<file path="config.mk">
export PLATFORM = sky130hd
export DESIGN_NAME = theta_bus_ctrl_flat
export DESIGN_NICKNAME = d
export VERILOG_FILES = /design/src/rtl/theta_bus_if.sv /design/src/rtl/theta_bus_ctrl.sv /design/src/flat_wrapper.sv
export SDC_FILE = /design/constraint.sdc
export NUM_CORES = 1
export LEC_CHECK = 0
export CAP_MARGIN = 10
export CORE_ASPECT_RATIO = 0.5
export CORE_MARGIN = 3
export CORE_UTILIZATION = 40
export CTS_CLUSTER_DIAMETER = 100
export DETAILED_ROUTE_END_ITERATION = 6
export HOLD_SLACK_MARGIN = 0.06
export PLACE_DENSITY = 0.71
export SLEW_MARGIN = 40
export SYNTH_ARGS = -nofsm -noshare
export SYNTH_HDL_FRONTEND = slang
export SYNTH_SLANG_ARGS = --single-unit
</file>
<file path="constraint.sdc">
create_clock -name clk -period 2.74 [get_ports clk]
set_input_delay 0.548 -clock clk [delete_from_list [all_inputs] [get_ports clk]]
set_output_delay 0.548 -clock clk [all_outputs]
set_load 0.005 [all_outputs]
</file>
<file path="src/rtl/theta_bus_if.sv">
// Handshake and strobe bundle between theta requesters and theta_bus_ctrl.
// master = requester side, slave = controller side, mon = passive observer.
interface theta_bus_if #(
    parameter int NUM_REGS = 8,
    parameter int IDX_W    = 3
);
    logic                clear;
    logic                wr_req;
    logic [IDX_W-1:0]    wr_idx;
    logic                wr_ack;
    logic                rd_req_a;
    logic [IDX_W-1:0]    rd_idx_a;
    logic                rd_ack_a;
    logic                rd_req_b;
    logic [IDX_W-1:0]    rd_idx_b;
    logic                rd_ack_b;
    logic [NUM_REGS-1:0] load_en;
    logic [NUM_REGS-1:0] rd_en;
    logic [NUM_REGS-1:0] valid_mask;
    logic                busy;
    logic                err_idx;

    modport master (
        output clear, wr_req, wr_idx, rd_req_a, rd_idx_a, rd_req_b, rd_idx_b,
        input  wr_ack, rd_ack_a, rd_ack_b, load_en, rd_en, valid_mask, busy, err_idx
    );

    modport slave (
        input  clear, wr_req, wr_idx, rd_req_a, rd_idx_a, rd_req_b, rd_idx_b,
        output wr_ack, rd_ack_a, rd_ack_b, load_en, rd_en, valid_mask, busy, err_idx
    );

    modport mon (
        input clear, wr_req, wr_idx, rd_req_a, rd_idx_a, rd_req_b, rd_idx_b,
        input wr_ack, rd_ack_a, rd_ack_b, load_en, rd_en, valid_mask, busy, err_idx
    );
endinterface

</file>
<file path="src/rtl/theta_bus_ctrl.sv">
// Sequencer/arbiter for the shared theta bus: one writer, two round-robin readers.
// Optional macro THETA_BUS_TURNAROUND_EN inserts a dead TURN cycle after each read.
module theta_bus_ctrl #(
    parameter int NUM_REGS = 8,
    parameter int IDX_W    = 3
) (
    input  logic       clk,
    input  logic       rst,
    theta_bus_if.slave bus
);
    localparam logic [1:0] ST_IDLE  = 2'd0;
    localparam logic [1:0] ST_WRITE = 2'd1;
    localparam logic [1:0] ST_READ  = 2'd2;
    localparam logic [1:0] ST_TURN  = 2'd3;

    logic [1:0]          state_r,      state_nxt_s;
    logic                last_a_r,     last_a_nxt_s;
    logic                wr_ack_r,     wr_ack_nxt_s;
    logic                rd_ack_a_r,   rd_ack_a_nxt_s;
    logic                rd_ack_b_r,   rd_ack_b_nxt_s;
    logic [NUM_REGS-1:0] load_en_r,    load_en_nxt_s;
    logic [NUM_REGS-1:0] rd_en_r,      rd_en_nxt_s;
    logic [NUM_REGS-1:0] valid_mask_r, valid_mask_nxt_s;
    logic [NUM_REGS-1:0] valid_base_s;
    logic [NUM_REGS-1:0] rd_oh_s;
    logic                busy_r;
    logic                err_idx_r,    err_idx_nxt_s;
    logic                grant_a_s;

    // Out-of-range indices decode to all-zero, which doubles as the range check.
    function automatic logic [NUM_REGS-1:0] idx_onehot(input logic [IDX_W-1:0] idx);
        logic [NUM_REGS-1:0] oh;
        oh = '0;
        for (int i = 0; i < NUM_REGS; i++) begin
            oh[i] = (idx == IDX_W'(i));
        end
        return oh;
    endfunction

    // Arbitration and next-state/strobe computation; strobes are registered next edge.
    always_comb begin
        state_nxt_s    = state_r;
        last_a_nxt_s   = last_a_r;
        wr_ack_nxt_s   = 1'b0;
        rd_ack_a_nxt_s = 1'b0;
        rd_ack_b_nxt_s = 1'b0;
        load_en_nxt_s  = '0;
        rd_en_nxt_s    = '0;
        err_idx_nxt_s  = 1'b0;
        grant_a_s      = 1'b0;
        rd_oh_s        = '0;
        case (state_r)
            ST_IDLE: begin
                if (bus.wr_req) begin
                    state_nxt_s   = ST_WRITE;
                    wr_ack_nxt_s  = 1'b1;
                    load_en_nxt_s = idx_onehot(bus.wr_idx);
                    err_idx_nxt_s = ~|load_en_nxt_s;
                end else if (bus.rd_req_a || bus.rd_req_b) begin
                    if (bus.rd_req_a && bus.rd_req_b) begin
                        grant_a_s = ~last_a_r;
                    end else begin
                        grant_a_s = bus.rd_req_a;
                    end
                    rd_oh_s        = grant_a_s ? idx_onehot(bus.rd_idx_a) : idx_onehot(bus.rd_idx_b);
                    // Unwritten entries are never enabled, so the bus floats instead of driving stale data.
                    rd_en_nxt_s    = rd_oh_s & valid_mask_r;
                    err_idx_nxt_s  = ~|rd_en_nxt_s;
                    rd_ack_a_nxt_s = grant_a_s;
                    rd_ack_b_nxt_s = ~grant_a_s;
                    last_a_nxt_s   = grant_a_s;
                    state_nxt_s    = ST_READ;
                end else begin
                    state_nxt_s = ST_IDLE;
                end
            end
            ST_WRITE: state_nxt_s = ST_IDLE;
`ifdef THETA_BUS_TURNAROUND_EN
            ST_READ:  state_nxt_s = ST_TURN;
`else
            ST_READ:  state_nxt_s = ST_IDLE;
`endif
            ST_TURN:  state_nxt_s = ST_IDLE;
            default:  state_nxt_s = ST_IDLE;
        endcase
    end

    // Clear takes effect first so a coinciding write still leaves its own bit set.
    always_comb begin
        valid_base_s     = bus.clear ? '0 : valid_mask_r;
        valid_mask_nxt_s = (state_r == ST_WRITE) ? (valid_base_s | load_en_r) : valid_base_s;
    end

    // State and registered outputs; reset drops every strobe immediately.
    always_ff @(posedge clk or posedge rst) begin
        if (rst) begin
            state_r      <= ST_IDLE;
            last_a_r     <= 1'b0;
            wr_ack_r     <= 1'b0;
            rd_ack_a_r   <= 1'b0;
            rd_ack_b_r   <= 1'b0;
            load_en_r    <= '0;
            rd_en_r      <= '0;
            valid_mask_r <= '0;
            busy_r       <= 1'b0;
            err_idx_r    <= 1'b0;
        end else begin
            state_r      <= state_nxt_s;
            last_a_r     <= last_a_nxt_s;
            wr_ack_r     <= wr_ack_nxt_s;
            rd_ack_a_r   <= rd_ack_a_nxt_s;
            rd_ack_b_r   <= rd_ack_b_nxt_s;
            load_en_r    <= load_en_nxt_s;
            rd_en_r      <= rd_en_nxt_s;
            valid_mask_r <= valid_mask_nxt_s;
            busy_r       <= (state_nxt_s != ST_IDLE);
            err_idx_r    <= err_idx_nxt_s;
        end
    end

    assign bus.wr_ack     = wr_ack_r;
    assign bus.rd_ack_a   = rd_ack_a_r;
    assign bus.rd_ack_b   = rd_ack_b_r;
    assign bus.load_en    = load_en_r;
    assign bus.rd_en      = rd_en_r;
    assign bus.valid_mask = valid_mask_r;
    assign bus.busy       = busy_r;
    assign bus.err_idx    = err_idx_r;
endmodule


</file>
<file path="src/flat_wrapper.sv">
// flat-port wrapper written by rule: the top's interface ports become plain ports
module theta_bus_ctrl_flat 
#(
    parameter int NUM_REGS = 8,
    parameter int IDX_W    = 3
)
  (clk, rst, bus_clear, bus_wr_req, bus_wr_idx, bus_rd_req_a, bus_rd_idx_a, bus_rd_req_b, bus_rd_idx_b, bus_wr_ack, bus_rd_ack_a, bus_rd_ack_b, bus_load_en, bus_rd_en, bus_valid_mask, bus_busy, bus_err_idx);
  theta_bus_if #(.NUM_REGS(NUM_REGS), .IDX_W(IDX_W)) bus_i ();
  input  logic clk;
  input  logic rst;
  input wire logic [$bits(bus_i.clear)-1:0] bus_clear;
  input wire logic [$bits(bus_i.wr_req)-1:0] bus_wr_req;
  input wire logic [$bits(bus_i.wr_idx)-1:0] bus_wr_idx;
  input wire logic [$bits(bus_i.rd_req_a)-1:0] bus_rd_req_a;
  input wire logic [$bits(bus_i.rd_idx_a)-1:0] bus_rd_idx_a;
  input wire logic [$bits(bus_i.rd_req_b)-1:0] bus_rd_req_b;
  input wire logic [$bits(bus_i.rd_idx_b)-1:0] bus_rd_idx_b;
  output wire logic [$bits(bus_i.wr_ack)-1:0] bus_wr_ack;
  output wire logic [$bits(bus_i.rd_ack_a)-1:0] bus_rd_ack_a;
  output wire logic [$bits(bus_i.rd_ack_b)-1:0] bus_rd_ack_b;
  output wire logic [$bits(bus_i.load_en)-1:0] bus_load_en;
  output wire logic [$bits(bus_i.rd_en)-1:0] bus_rd_en;
  output wire logic [$bits(bus_i.valid_mask)-1:0] bus_valid_mask;
  output wire logic [$bits(bus_i.busy)-1:0] bus_busy;
  output wire logic [$bits(bus_i.err_idx)-1:0] bus_err_idx;
  assign bus_i.clear = bus_clear;
  assign bus_i.wr_req = bus_wr_req;
  assign bus_i.wr_idx = bus_wr_idx;
  assign bus_i.rd_req_a = bus_rd_req_a;
  assign bus_i.rd_idx_a = bus_rd_idx_a;
  assign bus_i.rd_req_b = bus_rd_req_b;
  assign bus_i.rd_idx_b = bus_rd_idx_b;
  assign bus_wr_ack = bus_i.wr_ack;
  assign bus_rd_ack_a = bus_i.rd_ack_a;
  assign bus_rd_ack_b = bus_i.rd_ack_b;
  assign bus_load_en = bus_i.load_en;
  assign bus_rd_en = bus_i.rd_en;
  assign bus_valid_mask = bus_i.valid_mask;
  assign bus_busy = bus_i.busy;
  assign bus_err_idx = bus_i.err_idx;
  theta_bus_ctrl #(.NUM_REGS(NUM_REGS), .IDX_W(IDX_W)) u_core (.clk(clk), .rst(rst), .bus(bus_i));
endmodule
</file>
== After elaboration in Yosys (flattened, before gate mapping) ==
Cells that the tools add are included.
W data, S select, Z words.

* Equality and inequality tests: 24
* Multiplexer cells: 26
* Bitwise operators: 5
* Reductions and logical operators: 13

{| class="wikitable"
|+ Operators with widths
! cell !! number
|-
| $mux W8 || 8
|-
| $eq A3 B3 Y1 const B || 12
|-
| $eq A3 B2 Y1 const B || 6
|-
| $reduce_or A8 Y1 || 2
|-
| $mux W1 || 15
|-
| $eq A3 B1 Y1 const B || 3
|-
| $logic_not A3 Y1 || 3
|-
| $and A8 B8 Y8 || 1
|-
| $or A8 B8 Y8 || 1
|-
| $eq A2 B2 Y1 const B || 2
|-
| $mux W2 || 2
|-
| $pmux W2 S2 || 1
|-
| $not A1 Y1 || 3
|-
| $reduce_and A3 Y1 || 1
|-
| $reduce_or A3 Y1 || 1
|-
| $eq A2 B1 Y1 const B || 1
|-
| $logic_not A1 Y1 || 2
|-
| $logic_not A2 Y1 || 1
|-
| $reduce_bool A2 Y1 || 1
|-
| $logic_and A1 B1 Y1 || 1
|-
| $logic_or A1 B1 Y1 || 1
|}

* Register bits: 32
* Output and inout port bits: 29

== Logic depth before layout (Yosys ltp) ==
Gate-level depths: netlist of the first run.

* Word-level depth: 12
* Gate-level depth with buffers: 5
* Depth with buffers taken out: 5

== Least setup slack after synthesis of the first run ==
Ideal clock, no wire load.

* Path type: input to register
* Start point: in bus_rd_req_a
* End point: reg u_core.err_idx_r (netlist: u_core.bus.err_idx)
* Setup time: 0.067 ns
* Data arrival time: 1.567 ns
* Required time: 2.673 ns
* Path slack: 1.106 ns
* Cell stages on the path: 5
* Cells stage by stage: a21boi_4 -> buf_6 -> mux2_2 -> a22oi_1 -> o2111a_1

* Longest elaborated chain between the ends: 12
* Elaborated cells on any way between the ends: 13

{| class="wikitable"
|+ RTL lines
! item !! line !! text
|-
| start, declared || flat_wrapper.sv:14 || <nowiki>input wire logic [$bits(bus_i.rd_req_a)-1:0] bus_rd_req_a;</nowiki>
|-
| $logic_and A1 B1 Y1 || theta_bus_ctrl.sv:60 || <nowiki>if (bus.rd_req_a && bus.rd_req_b) begin</nowiki>
|-
| $mux W1 || theta_bus_ctrl.sv:60 ||
|-
| $mux W1 || theta_bus_ctrl.sv:59 || <nowiki>end else if (bus.rd_req_a || bus.rd_req_b) begin</nowiki>
|-
| $mux W1 || theta_bus_ctrl.sv:54 || <nowiki>if (bus.wr_req) begin</nowiki>
|-
| $mux W1 || theta_bus_ctrl.sv:52 || <nowiki>case (state_r)</nowiki>
|-
| $mux W8 || theta_bus_ctrl.sv:65 || <nowiki>rd_oh_s = grant_a_s ? idx_onehot(bus.rd_idx_a) : idx_onehot(bus.rd_idx_b);</nowiki>
|-
| $and A8 B8 Y8 || theta_bus_ctrl.sv:67 || <nowiki>rd_en_nxt_s = rd_oh_s & valid_mask_r;</nowiki>
|-
| $reduce_or A8 Y1 || theta_bus_ctrl.sv:68 || <nowiki>err_idx_nxt_s = ~|rd_en_nxt_s;</nowiki>
|-
| $logic_not A1 Y1 || theta_bus_ctrl.sv:68 ||
|-
| $mux W1 * || theta_bus_ctrl.sv:59 ||
|-
| $mux W1 * || theta_bus_ctrl.sv:54 ||
|-
| $mux W1 * || theta_bus_ctrl.sv:52 ||
|-
| named net u_core.err_idx_nxt_s || theta_bus_ctrl.sv:27 || <nowiki>logic err_idx_r, err_idx_nxt_s;</nowiki>
|-
| end signal, assigned || theta_bus_ctrl.sv:117 || <nowiki>err_idx_r <= err_idx_nxt_s;</nowiki>
|-
| end, declared || theta_bus_ctrl.sv:27 ||
|}

Mark *: on every way through the listed nets, which the timed path passes. The rest lies on a longest branch. The select of a mux whose other input is x is not followed.
A chain may end at the register's enable or synchronous reset.

== Worst setup path after layout of the first run ==
Ends and elaborated chain as after synthesis.

==> results of run 1 <==
==> stage by stage <==
step / worst slack, ps / cell area (sq um) / hold WS, ps
after CTS: 639.0 / 1928 / 493.4
after floorplan: 1106 / 1323 / 462.3
after global placement: 387.7 / 1795 / 471.2
after detailed placement: 327.4 / 1795 / 473.7
final: 629.0 / 1928 / 491.8
after global routing: 526.0 / 1928 / 527.0
==> logic make-up (layout without fill, tap and decap cells) <==
kind of cell / count (synthesis) / in the layout / synth area share, %
buffers and inverters: 12 / 62 / 3.973
muxes: 8 / 8 / 6.339
AOI/OAI and AO/OA: 18 / 18 / 9.839
and+or+nand+nor: 57 / 57 / 21.19
DFF: 31 / 31 / 58.66
==> power by group <==
part,internal (mW),total [mW],switching [mW],leakage (nW)
sequential,0.475,0.487,0.0124,0.424
clock,0.363,0.540,0.176,0.0654
combinational,0.0683,0.134,0.0658,0.333
==> area by class of cell <==
class,count,area share (%)
sequential,31,40.23
tap,40,2.596
multi-input combinational,83,25.63
inverter,10,1.947
timing repair buffer,44,22.71
clock inverter,2,3.115
clock buffer,6,3.764
==> critical path: stages <==
cell and delay (ps):
clkdlybuf4s50_1 490, a21boi_4 440, mux2i_1 420, a221oi_1 150, o2111a_1 250
==> per-layer routing <==
| layer | GRT usage, % | vias up |
|---|---|---|
| met3 | 5.893 | 4 |
| li1 | - | 525 |
| met1 | 21.94 | 514 |
| met4 | 10.09 | 0 |
| met2 | 24.55 | 29 |
| met5 | 0 | - |
==> synth_stat cells (2+ instances only) <==
library cell	n	area, sq um
nand3b_1	2	15.01
nand2b_1	8	50.05
nand4_1	2	12.51
o21ai_1	7	35.03
mux2_2	2	22.52
inv_1	9	33.78
dfrtp_1	31	775.7
nor3b_1	4	30.03
nor2_1	13	48.80
mux2i_1	5	50.05
o21ai_0	3	15.01
nand2_1	17	63.81
nor3_1	7	35.03
and2_1	2	12.51
==> worst max path at each step <==
stage,from,to,slack (ps),depth (start not counted)
after floorplan,bus_rd_req_a,u_core.bus.err_idx,1110,5
after global placement,bus_rd_req_a,u_core.bus.err_idx,390,5
after detailed placement,bus_rd_req_a,u_core.bus.err_idx,330,5
after CTS,bus_rd_req_a,u_core.bus.err_idx,640,5
after global routing,bus_rd_req_b,u_core.bus.err_idx,530,5
final,bus_rd_req_a,u_core.bus.err_idx,630,5
==> state kept, by name, summed over array words and instances (netlist names) <==
signal,count
u_core.bus.busy,1
u_core.bus.err_idx,1
u_core.bus.load_en,8
u_core.bus.rd_ack_a,1
u_core.bus.rd_ack_b,1
u_core.bus.rd_en,8
u_core.bus.valid_mask,8
u_core.bus.wr_ack,1
u_core.last_a_r,1
u_core.state_r,1
==> flow_summary.ini, run 1 <==
[worst_setup_path]
r2r_cells = 4
critPathCaptureType = register
critPathKind = in2reg
crit_path_max_fanout = 14
r2r-end = u_core.bus.err_idx
required_ps = 2920
r2r_slack_ps = 990
startpoint_type = input port
worst-endpoint-arrival_ps = 2290
r2r_start = u_core.last_a_r

[final_layout]
seq_area_sq_um = 775.7
area_growth_pct = 45.79
final_common_cell = clkdlybuf4s50_1
multi_input_area_sq_um = 494.2
diodes = 0
fill_cells = 251
fin_nets = 190
most-common-layout-cells = clkdlybuf4s50_1, dfrtp_1, nand2_1
drive_gt1_share_pct = 7.386
fin_cells = 216
post-route-util_pct = 62.54

[cts]
cts_tree = built
cts_resized = 0
clock_path_buffers = 2
post_cts_buffers = 0
cts.sink_count = 31
cts_made_buffers = 5
h-tree-depth = 2
cts_hold_buffers = 0
clkTransAtPathRegs_ps = 70
insertion_delay_ps = 290
clock-root-buffer = clkbuf_8

[place]
gp_congestion = 0.7691
hpwlAfterDp_um = 2127
port_buffers = 43
dp.cells = 208

[synth]
syn-instance-count = 126
yosys_most_used_dff = dfrtp_1
postSynth.asyncResetShare_pct = 100.0
yosysUniqueCellTypes = 28
yosys_register_bits = 31
synth-edff-count = 0
syn-mean-instance-area_sq_um = 10.50
syn-num-nets = 141
yosysWarnings = 0
netlist_area_sq_um = 1323
yosysSeqAreaShare_pct = 58.66

[min_path]
min_path_type = reg2reg
min_path_cells = 2
whs_endpoint = u_core.bus.valid_mask[1]
min_from = u_core.bus.load_en[1]

[power_and_ir_drop]
ir_drop_uv = 412.7
power_density_nw_per_um2 = 602.3
totalPowerFinal_mw = 1.161
leakagePower_nw = 0.8227

[routing]
wl_um = 2933
ant_nets = 0
drtPass1Iterations = 4
dr_wl_met3_um = 140
m1WireLength_um = 1374
drt_iter0_drc = 44
routed.top_layer = met4
wl_met2_um = 1376
drc = 0
vias = 1072
wl_per_cell_um = 13.58
vias_per_cell = 4.963

[die]
fp.dieH_um = 46.66
fp-row-count = 14
core_area_sq_um = 3083
ioPinCount = 44
fp.dieW_um = 87.32
dieArea_sq_um = 4074
start_util_pct = 42.90

[timing]
finalSetupTns_ps = 0
fmax_ghz = 0.4737
finalClockSkew_ps = 3.892
final_hold_viol_count = 0
final-setup-viol-count = 0
rsz0062_at_grt = false
final.period_utilization_pct = 77.04
slew_viol_final = 0
worst_pin_slew_ps = 467.6
relSlewSlack_pct = 68.76
min_period_ps = 2111

[global_routing]
grt-ovfl-total = 0
grt_pass1_wl_um = 4912
grt_antenna_before_repair = 0
grt_usage_pct = 16.90
grt_pass1_vias = 1031
grt_max_degree = 32

[run_status]
status = finished clean

[flow_run]
maxCapViolations = 0
Note: power is estimated with default switching activity, not from simulation.
==> run 2, diff against run 1 <==
--- a/config.mk
+++ b/config.mk
@@ -12,7 +12,7 @@
 export CTS_CLUSTER_DIAMETER = 100
 export DETAILED_ROUTE_END_ITERATION = 6
 export HOLD_SLACK_MARGIN = 0.06
-export PLACE_DENSITY = 0.71
+export PLACE_DENSITY = 0.74
 export SLEW_MARGIN = 40
 export SYNTH_ARGS = -nofsm -noshare
 export SYNTH_HDL_FRONTEND = slang
==> constraint.sdc (replaced) <==
create_clock -name clk -period 1.8 [get_ports clk]
set_input_delay 0.36 -clock clk [delete_from_list [all_inputs] [get_ports clk]]
set_output_delay 0.36 -clock clk [all_outputs]
set_load 0.005 [all_outputs]
==> flow_summary.ini, run 2 (synthesized netlist as in run 1, its figures left out) <==
[run_status]
status = finished clean

[final_layout]
most-common-layout-cells = clkdlybuf4s50_1, dfrtp_1, nand2_1
fin_nets = 202
diodes = 0
seq_area_sq_um = 775.7
fill_cells = 264
drive_gt1_share_pct = 13.83
area_growth_pct = 50.24
multi_input_area_sq_um = 498.0
final_common_cell = clkdlybuf4s50_1

[worst_setup_path]
path_cells = clkdlybuf4s50_1, a21boi_4, buf_12, mux2_1, a221oi_2, o2111a_1
worst-endpoint-arrival_ps = 1950
critPathKind = in2reg
required_ps = 2020
startpoint_type = input port
cp_slowest_cell = clkdlybuf4s50_1
max_stage_delay_ps = 480
crit_path_max_fanout = 11
critPathCaptureType = register

[power_and_ir_drop]
switchingPower_mw = 0.3927
p_clk_share_pct = 34.8
switching_share_pct = 25.78
p_seq_share_pct = 48.8
p_comb_share_pct = 16.3
power.internal_mw = 1.131
power_density_nw_per_um2 = 766.6
leakagePower_nw = 0.8605
ir_drop_uv = 441.6

[cts]
cts_made_buffers = 5
cts_hold_buffers = 0
cts.sink_count = 31
clkTransAtPathRegs_ps = 70
clock-root-buffer = clkbuf_8
cts_tree = built
h-tree-depth = 2
insertion_delay_ps = 290
cts_resized = 0
post_cts_buffers = 0
clock_path_buffers = 2

[place]
hpwlAfterDp_um = 2505
gp_congestion = 0.8103
port_buffers = 43
dp_slack_ps = -221.3

[routing]
drc = 0
wl_per_cell_um = 14.27
vias_per_cell = 4.860
vias = 1108
ant_nets = 0
drt_iter0_drc = 47
wl_um = 3254
drtPass1Iterations = 4

[min_path]
min_path_type = in2async

[die]
dieArea_sq_um = 4074
fp-row-count = 14
fp.dieW_um = 87.32
core_area_sq_um = 3083
start_util_pct = 42.90
ioPinCount = 44
fp.dieH_um = 46.66

[timing]
finalClockSkew_ps = 5.413
relSlewSlack_pct = 68.76
final_hold_viol_count = 0
fmax_ghz = 0.5783
rsz0062_at_grt = false
slew_viol_final = 0
final.period_utilization_pct = 96.06
min_period_ps = 1729
finalSetupTns_ps = 0
final-setup-viol-count = 0
worst_pin_slew_ps = 467.7
fin_ws_ps = 70.83

[global_routing]
grt_antenna_before_repair = 0
grt_pass1_vias = 1117
grt-ovfl-total = 0
grt_pass1_wl_um = 5257
grt_max_degree = 32
grt_usage_pct = 17.76

[flow_run]
maxCapViolations = 0
==> run 2: final cells by class <==
class	count	share of cell area, %
Sequential cell	31	39.04
Timing Repair Buffer	56	27.20
Multi-Input combinational cell	83	25.06
Clock buffer	6	3.652
Tap cell	40	2.519
Inverter	10	1.889
Clock inverter	2	0.6297
==> run 2: power groups by stage <==
stage                     Combinational (mW)  Sequential [mW]  Clock, mW
after detailed placement               0.247            0.757          0
after global routing                   0.272            0.745      0.574
after global placement                 0.241            0.755          0
after floorplan                        0.104            0.754          0
final                                  0.249            0.744      0.531
after CTS                              0.248            0.743      0.540
==> run 2: worst paths after layout <==
check	startpoint	end	slack, ps	cells after the start
max	bus_rd_req_a	u_core.bus.err_idx	70	6
min in group clk	u_core.bus.load_en[4]	u_core.bus.valid_mask[4]	490	2
max reg2reg	u_core.last_a_r	u_core.bus.err_idx	250	5
max in group asynchronous	rst	u_core.bus.rd_en[3]	1070	3
min reg2reg	u_core.bus.load_en[4]	u_core.bus.valid_mask[4]	490	2
min	rst	u_core.bus.load_en[7]	440	3
==> run 2: worst max-delay path, delay by kind of cell <==
kind / cells / cell delay [ps]
AO/OA/AOI/OAI: 3 / 620
buffers and inverters: 2 / 620
multiplexers: 1 / 360
==> run 2: through the flow <==
step           std cells  util (%)  area (sq um)  total power [mW]  hold WS (ps)
6_report             228     64.45          1987             1.523         442.8
5_1_grt              228     64.45          1987             1.591         497.2
4_1_cts              228     64.33          1983             1.531         461.4
3_5_place_dp         220     61.57          1898             1.004         477.0
3_3_place_gp         220     61.57          1898            0.9961         475.6
2_1_floorplan        126         -          1323            0.8577         430.8
==> run 2: routing by layer <==
metal  GRT usage (%)  vias to the layer above  part of all wire [%]  routed length [um]
met5               0                        -                     0                   0
met4           6.422                        0                  0.89                  29
met3           5.893                        3                   3.8                 123
met2           30.09                       22                    50                1634
met1           21.62                      535                    45                1467
li1                -                      548                     -                   -
